==> src/rtl/ped_request_conditioner_pkg.sv <==
// Shared constants for the pedestrian request conditioner: debounce state
// encodings, button indices and the button-to-axis masks.
package ped_req_pkg;

  localparam int NUM_BTN = 4;

  typedef logic [NUM_BTN-1:0] btn_vec_t;
  typedef logic [1:0]         db_state_t;

  localparam db_state_t IDLE_LO = 2'd0;
  localparam db_state_t WAIT_HI = 2'd1;
  localparam db_state_t IDLE_HI = 2'd2;
  localparam db_state_t WAIT_LO = 2'd3;

  localparam int BTN_EW0 = 0;
  localparam int BTN_NS1 = 1;
  localparam int BTN_EW2 = 2;
  localparam int BTN_NS3 = 3;

  localparam btn_vec_t NS_MASK = 4'b1010;
  localparam btn_vec_t EW_MASK = 4'b0101;

  function automatic logic axis_hit(input btn_vec_t pulses, input btn_vec_t mask);
    return |(pulses & mask);
  endfunction

endpackage

==> src/rtl/ped_request_conditioner_if.sv <==
// Button/request bundle between the button conditioner (slave) and the
// intersection controller side that drives raw buttons and acknowledges (master).
interface ped_request_conditioner_if;
  import ped_req_pkg::*;

  btn_vec_t btn_raw;
  logic     clear_ns;
  logic     clear_ew;
  btn_vec_t btn_level;
  btn_vec_t press_pulse;
  logic     ns_req;
  logic     ew_req;

  modport master (
    output btn_raw, clear_ns, clear_ew,
    input  btn_level, press_pulse, ns_req, ew_req
  );

  modport slave (
    input  btn_raw, clear_ns, clear_ew,
    output btn_level, press_pulse, ns_req, ew_req
  );

endinterface

==> src/rtl/ped_request_conditioner_btn_debounce.sv <==
// One button: 2-FF synchronizer followed by a counting debounce FSM that emits
// a registered level and a one-cycle pulse on each accepted press.
//
// state   | meaning
// IDLE_LO | stable released, waiting for a high sample
// WAIT_HI | counting consecutive high samples
// IDLE_HI | stable pressed, waiting for a low sample
// WAIT_LO | counting consecutive low samples
module btn_debounce
  import ped_req_pkg::*;
#(
  parameter int DEBOUNCE_CYCLES = 250000,
  parameter int CNT_W           = 18
) (
  input  logic CCLK,
  input  logic reset,
  input  logic btn_raw_i,
  output logic level_o,
  output logic pulse_o
);

  localparam logic [CNT_W-1:0] CNT_LAST = CNT_W'(DEBOUNCE_CYCLES - 1);
  localparam logic [CNT_W-1:0] CNT_ONE  = CNT_W'(1);

  logic             sync1_q;
  logic             sync2_q;
  db_state_t        state_q, state_d;
  logic [CNT_W-1:0] cnt_q, cnt_d;
  logic             level_q, level_d;
  logic             pulse_q, pulse_d;

  always_ff @(posedge CCLK) begin
    if (reset) begin
      sync1_q <= 1'b0;
      sync2_q <= 1'b0;
      state_q <= IDLE_LO;
      cnt_q   <= '0;
      level_q <= 1'b0;
      pulse_q <= 1'b0;
    end else begin
      sync1_q <= btn_raw_i;
      sync2_q <= sync1_q;
      state_q <= state_d;
      cnt_q   <= cnt_d;
      level_q <= level_d;
      pulse_q <= pulse_d;
    end
  end

  // Entering a WAIT state already counts the first stable sample.
  always_comb begin
    state_d = state_q;
    cnt_d   = cnt_q;
    case (state_q)
      IDLE_LO: begin
        if (sync2_q) begin
          state_d = WAIT_HI;
          cnt_d   = CNT_ONE;
        end
      end
      WAIT_HI: begin
        if (!sync2_q) begin
          state_d = IDLE_LO;
          cnt_d   = '0;
        end else if (cnt_q == CNT_LAST) begin
          state_d = IDLE_HI;
          cnt_d   = '0;
        end else begin
          cnt_d = cnt_q + CNT_ONE;
        end
      end
      IDLE_HI: begin
        if (!sync2_q) begin
          state_d = WAIT_LO;
          cnt_d   = CNT_ONE;
        end
      end
      WAIT_LO: begin
        if (sync2_q) begin
          state_d = IDLE_HI;
          cnt_d   = '0;
        end else if (cnt_q == CNT_LAST) begin
          state_d = IDLE_LO;
          cnt_d   = '0;
        end else begin
          cnt_d = cnt_q + CNT_ONE;
        end
      end
      default: begin
        state_d = IDLE_LO;
        cnt_d   = '0;
      end
    endcase
  end

  always_comb begin
    level_d = (state_d == IDLE_HI) || (state_d == WAIT_LO);
    pulse_d = (state_q == WAIT_HI) && (state_d == IDLE_HI);
  end

  assign level_o = level_q;
  assign pulse_o = pulse_q;

endmodule

==> src/rtl/ped_request_conditioner.sv <==
// Debounces four pedestrian buttons and folds accepted presses into sticky
// per-axis requests. Optional re-arm lockout: PED_REQ_LOCKOUT_EN.
module ped_request_conditioner
  import ped_req_pkg::*;
#(
  parameter int DEBOUNCE_CYCLES = 250000,
  parameter int CNT_W           = 18,
  parameter int LOCKOUT_CYCLES  = 1000000
) (
  input  logic                       CCLK,
  input  logic                       reset,
  ped_request_conditioner_if.slave   bus
);

  btn_vec_t level;
  btn_vec_t pulse;

  for (genvar i = 0; i < NUM_BTN; i++) begin : g_btn
    btn_debounce #(
      .DEBOUNCE_CYCLES (DEBOUNCE_CYCLES),
      .CNT_W           (CNT_W)
    ) u_debounce (
      .CCLK      (CCLK),
      .reset     (reset),
      .btn_raw_i (bus.btn_raw[i]),
      .level_o   (level[i]),
      .pulse_o   (pulse[i])
    );
  end

  logic set_ns, set_ew;
  logic acc_ns, acc_ew;
  logic ns_req_q, ns_req_d;
  logic ew_req_q, ew_req_d;

  assign set_ns = axis_hit(pulse, NS_MASK);
  assign set_ew = axis_hit(pulse, EW_MASK);

`ifdef PED_REQ_LOCKOUT_EN
  localparam int                LOCK_W    = $clog2(LOCKOUT_CYCLES + 1);
  localparam logic [LOCK_W-1:0] LOCK_LOAD = LOCK_W'(LOCKOUT_CYCLES);
  localparam logic [LOCK_W-1:0] LOCK_ONE  = LOCK_W'(1);

  logic [LOCK_W-1:0] lock_ns_q, lock_ns_d;
  logic [LOCK_W-1:0] lock_ew_q, lock_ew_d;
  logic              start_ns, start_ew;

  // A clear that actually services a request starts the lockout and also
  // swallows any press arriving in the same cycle.
  always_comb begin
    start_ns  = bus.clear_ns & ns_req_q;
    start_ew  = bus.clear_ew & ew_req_q;
    acc_ns    = set_ns & ~start_ns & (lock_ns_q == '0);
    acc_ew    = set_ew & ~start_ew & (lock_ew_q == '0);
    lock_ns_d = lock_ns_q;
    lock_ew_d = lock_ew_q;
    if (start_ns)               lock_ns_d = LOCK_LOAD;
    else if (lock_ns_q != '0)   lock_ns_d = lock_ns_q - LOCK_ONE;
    if (start_ew)               lock_ew_d = LOCK_LOAD;
    else if (lock_ew_q != '0)   lock_ew_d = lock_ew_q - LOCK_ONE;
  end

  always_ff @(posedge CCLK) begin
    if (reset) begin
      lock_ns_q <= '0;
      lock_ew_q <= '0;
    end else begin
      lock_ns_q <= lock_ns_d;
      lock_ew_q <= lock_ew_d;
    end
  end
`else
  assign acc_ns = set_ns;
  assign acc_ew = set_ew;
`endif

  // Set has priority over clear so a press coinciding with an ack is not lost.
  always_comb begin
    ns_req_d = ns_req_q;
    ew_req_d = ew_req_q;
    if (acc_ns)            ns_req_d = 1'b1;
    else if (bus.clear_ns) ns_req_d = 1'b0;
    if (acc_ew)            ew_req_d = 1'b1;
    else if (bus.clear_ew) ew_req_d = 1'b0;
  end

  always_ff @(posedge CCLK) begin
    if (reset) begin
      ns_req_q <= 1'b0;
      ew_req_q <= 1'b0;
    end else begin
      ns_req_q <= ns_req_d;
      ew_req_q <= ew_req_d;
    end
  end

  assign bus.btn_level   = level;
  assign bus.press_pulse = pulse;
  assign bus.ns_req      = ns_req_q;
  assign bus.ew_req      = ew_req_q;

endmodule

==> src/flat_wrapper.sv <==
// flat-port wrapper written by rule: the top's interface ports become plain ports
module ped_request_conditioner_flat import ped_req_pkg::*;
#(
  parameter int DEBOUNCE_CYCLES = 250000,
  parameter int CNT_W           = 18,
  parameter int LOCKOUT_CYCLES  = 1000000
)
  (CCLK, reset, bus_btn_raw, bus_clear_ns, bus_clear_ew, bus_btn_level, bus_press_pulse, bus_ns_req, bus_ew_req);
  ped_request_conditioner_if bus_i ();
  input  logic CCLK;
  input  logic reset;
  input wire logic [$bits(bus_i.btn_raw)-1:0] bus_btn_raw;
  input wire logic [$bits(bus_i.clear_ns)-1:0] bus_clear_ns;
  input wire logic [$bits(bus_i.clear_ew)-1:0] bus_clear_ew;
  output wire logic [$bits(bus_i.btn_level)-1:0] bus_btn_level;
  output wire logic [$bits(bus_i.press_pulse)-1:0] bus_press_pulse;
  output wire logic [$bits(bus_i.ns_req)-1:0] bus_ns_req;
  output wire logic [$bits(bus_i.ew_req)-1:0] bus_ew_req;
  assign bus_i.btn_raw = bus_btn_raw;
  assign bus_i.clear_ns = bus_clear_ns;
  assign bus_i.clear_ew = bus_clear_ew;
  assign bus_btn_level = bus_i.btn_level;
  assign bus_press_pulse = bus_i.press_pulse;
  assign bus_ns_req = bus_i.ns_req;
  assign bus_ew_req = bus_i.ew_req;
  ped_request_conditioner #(.DEBOUNCE_CYCLES(DEBOUNCE_CYCLES), .CNT_W(CNT_W), .LOCKOUT_CYCLES(LOCKOUT_CYCLES)) u_core (.CCLK(CCLK), .reset(reset), .bus(bus_i));
endmodule
==> config.mk <==
export PLATFORM = sky130hd
export DESIGN_NAME = ped_request_conditioner_flat
export DESIGN_NICKNAME = d
export VERILOG_FILES = /design/src/rtl/ped_request_conditioner_pkg.sv /design/src/rtl/ped_request_conditioner_if.sv /design/src/rtl/ped_request_conditioner_btn_debounce.sv /design/src/rtl/ped_request_conditioner.sv /design/src/flat_wrapper.sv
export SDC_FILE = /design/constraint.sdc
export NUM_CORES = 1
export LEC_CHECK = 0
export ABC_AREA = 1
export BUFFER_PORTS_ARGS = -buffer_cell sky130_fd_sc_hd__buf_2
export CORE_AREA = 2 2 96 98
export DETAILED_ROUTE_END_ITERATION = 10
export DIE_AREA = 0 0 98 100
export MAX_ROUTING_LAYER = met4
export PLACE_DENSITY = 0.74
export SLEW_MARGIN = 20
export SYNTH_ARGS = -nofsm -noshare
export SYNTH_HDL_FRONTEND = slang
export SYNTH_SLANG_ARGS = --single-unit
==> constraint.sdc <==
create_clock -name CCLK -period 1.58 [get_ports CCLK]
set_input_delay 0.316 -clock CCLK [delete_from_list [all_inputs] [get_ports CCLK]]
set_output_delay 0.316 -clock CCLK [all_outputs]
set_load 0.1 [all_outputs]
==> results.ini <==
[finish]
layout.nets = 847
drive_gt1_frac = 0.183
final_area_um2 = 6060
final_cells = 951
syn_to_final_growth_pct = 14.6
diodes = 0
final_util = 0.681
fillers = 800

[cts]
cts_tree = done
insertion_delay_ns = 0.37
cts_buffers = 9
cts-root-buf = clkbuf_8
cts.sinks = 98
clockBufferDepth = 2
clk_pin_slew_ns = 0.09
cts_max_level = 3

[yosys]
avgSynthCellArea_um2 = 6.64
ys.flop_type = dfxtp_1
netlist_area_um2 = 5290
syn_nets = 808
synth_edf_count = 0
ys_warn_count = 0
synthArstFlopShare = 0
yosys.area.top_type_share = 0.371
synth_most_common_cell = nand2_1
ys_ff_latch = 98
ys_seq_area_frac = 0.371
synthCells = 796
yosys-top-cells-count = 216 x nand2_1, 125 x nor2_1, 98 x dfxtp_1, 87 x inv_1, 45 x nand3_1
synth.distinct_cells = 38
synthTopCellsByArea = dfxtp_1 37%, nand2_1 15%, nor2_1 8.9%, inv_1 6.2%, nand3_1 4.3%
yosysTopAreaCell = dfxtp_1

[pwr]
power_density_nw_per_um2 = 773
p_comb_frac = 0.040
swShare = 0.220
p_int_uw = 3650
cellLeakagePower_uw = 0.00234
p_sw_uw = 1030
ir_drop_mv = 0.470
pwr-share-clk = 0.426
seqPwrFrac = 0.534
power_uw = 4680

[global_route]
grt-ovfl-total = 0
grt_pass1_wl_um = 19900
grtUsageTotal = 0.247
grt_pass1_vias = 4659
antenna_found_initial = 0
grt_max_degree = 56

[die]
io_pins = 18
initial_core_util = 0.595
fp-row-count = 35
die-area_um2 = 9800
die_h_um = 100
die_w_um = 98
core_um2 = 8890

[timing]
post-route-period-util = 0.958
relSlewSlack = 0.674
fin_skew_ns = 0.0170
tightest_slew_ns = 0.493
min_period_ns = 1.51
slew_viol_final = 0
final-setup-viol-count = 0
fmax_ghz = 0.661
timing.hold.ws_ns = 0.152
hold_viol_final = 0

[setup_path]
crit_slowest_cell = dfxtp_4
cp_data_arrival_time_ns = 1.76
path_class = reg -> reg
crit_chain = ha_4 > nand2_2 > nor2_4 > nand3_2 > nor2_4 > nor2_8 > buf_4 > nand2_2 > a21oi_2
critPathLaunchType = flip-flop
critPathMaxStageDelay_ns = 0.38
path_max_fanout = 13
cp-end-kind = flip-flop
cp_data_required_time_ns = 1.83

[detailed_routing]
wl_um = 11700
drt_first_iter_violations = 142
vias = 4986
routedWlPerCell_um = 12.3
drtAntennaViolNets = 0
first_pass_iters = 5
avgViaCountPerCell = 5.24
post-route-drc-count = 0

[placed_design]
port_buffers = 17
gp_congestion = 0.924
hpwl_um = 8090
dp.cells = 919
placed_area_um2 = 5530

[min_path]
hp-class = in -> reg

[flow_run]
max_cap_violations = 0

[status]
outcome = finished clean

state kept, by name, indices dropped and copies added (netlist names):
signal and count:
u_core.bus.ew_req 1, u_core.g_btn.u_debounce.sync1_q 4, u_core.bus.ns_req 1, u_core.g_btn.u_debounce.level_o 4
u_core.g_btn.u_debounce.state_q 8, u_core.g_btn.u_debounce.sync2_q 4, u_core.g_btn.u_debounce.pulse_o 4, u_core.g_btn.u_debounce.cnt_q 72
power by group through the flow:
| stage | Sequential (uW) | Combinational [uW] | Clock [uW] |
|---|---|---|---|
| 5_1_grt | 2500 | 208 | 2110 |
| 3_5_place_dp | 2560 | 174 | 0 |
| 2_1_floorplan | 2550 | 112 | 0 |
| 4_1_cts | 2500 | 175 | 2020 |
| 3_3_place_gp | 2550 | 173 | 0 |
| 6_report | 2500 | 188 | 1990 |
path summary, 6_finish.rpt:
check                                                    startpoint                              endpoint  slack (ns)  cells past startpoint
worst min-delay path                                 bus_btn_raw[2]    u_core.g_btn[2].u_debounce.sync1_q        0.15                      3
worst min register to register   u_core.g_btn[2].u_debounce.sync1_q    u_core.g_btn[2].u_debounce.sync2_q        0.41                      2
worst max register to register  u_core.g_btn[2].u_debounce.cnt_q[0]  u_core.g_btn[2].u_debounce.cnt_q[14]        0.07                      9
worst max-delay path            u_core.g_btn[2].u_debounce.cnt_q[0]  u_core.g_btn[2].u_debounce.cnt_q[14]        0.07                      9
metrics by stage:
stage	setup slack, ns	TNS, ns
2_1_floorplan	0.130	0
3_3_place_gp	0.0597	0
3_5_place_dp	-0.0165	-0.0348
4_1_cts	0.00129	0
5_1_grt	-0.0358	-0.119
6_report	0.0671	0
layer usage:
| layer | track usage | vias up | wire length (um) |
|---|---|---|---|
| met5 | - | - | 0 |
| met4 | 0.0694 | 0 | 202 |
| met3 | 0.0355 | 19 | 344 |
| met2 | 0.416 | 91 | 5600 |
| met1 | 0.314 | 2290 | 5570 |
| li1 | - | 2586 | - |
what timing repair did:
action                                  in CTS  in global routing
setup buffers                                0                 16
hold buffers                                 0                  0
gates resized for setup                      3                 44
endpoints found under the hold margin        0                  0
endpoints found under the setup margin       6                 63
pin swaps                                    0                  9
area by class of cell:
cell class	instances	area (um^2)	area share
inverter	94	357	0.0589
clock buffer	10	138	0.0227
timing repair buffer	53	393	0.0648
clock inverter	6	113	0.0186
sequential	98	1980	0.327
multi-input combinational	579	2940	0.485
tap	111	139	0.0229
logic make-up (layout without fill, tap and decap cells):
| family | count (synthesis) | after routing | share of synthesized area |
|---|---|---|---|
| AND/OR/NAND/NOR | 458 | 458 | 0.378 |
| buffers and inverters | 119 | 163 | 0.0956 |
| flip-flops | 98 | 98 | 0.371 |
| AO/OA/AOI/OAI | 87 | 87 | 0.0940 |
| XOR/XNOR | 29 | 29 | 0.0495 |
| adder cells (fa/ha/maj) | 4 | 4 | 0.00947 |
| multiplexers | 1 | 1 | 0.00213 |
worst max-delay path: cells and delay by family (launching register included):
kind	cells	cell delay, ns
AO/OA/AOI/OAI	1	0.04
adder cells (fa/ha/maj)	1	0.14
buffers and inverters	1	0.15
flip-flops	1	0.38
AND/OR/NAND/NOR	6	0.68
layout by cell type, fill, tap and decap left out, drive strengths merged, types with 21 or more instances in the layout:
cell | Yosys | routed
o21ai | 26 | 26
nand3 | 49 | 49
a21oi | 52 | 52
inv | 93 | 93
buf | 17 | 53
dfxtp | 98 | 98
nor2 | 137 | 137
xor2 | 21 | 21
nand2 | 227 | 227
nand4 | 26 | 26
Power figures use the tool's default switching activity.
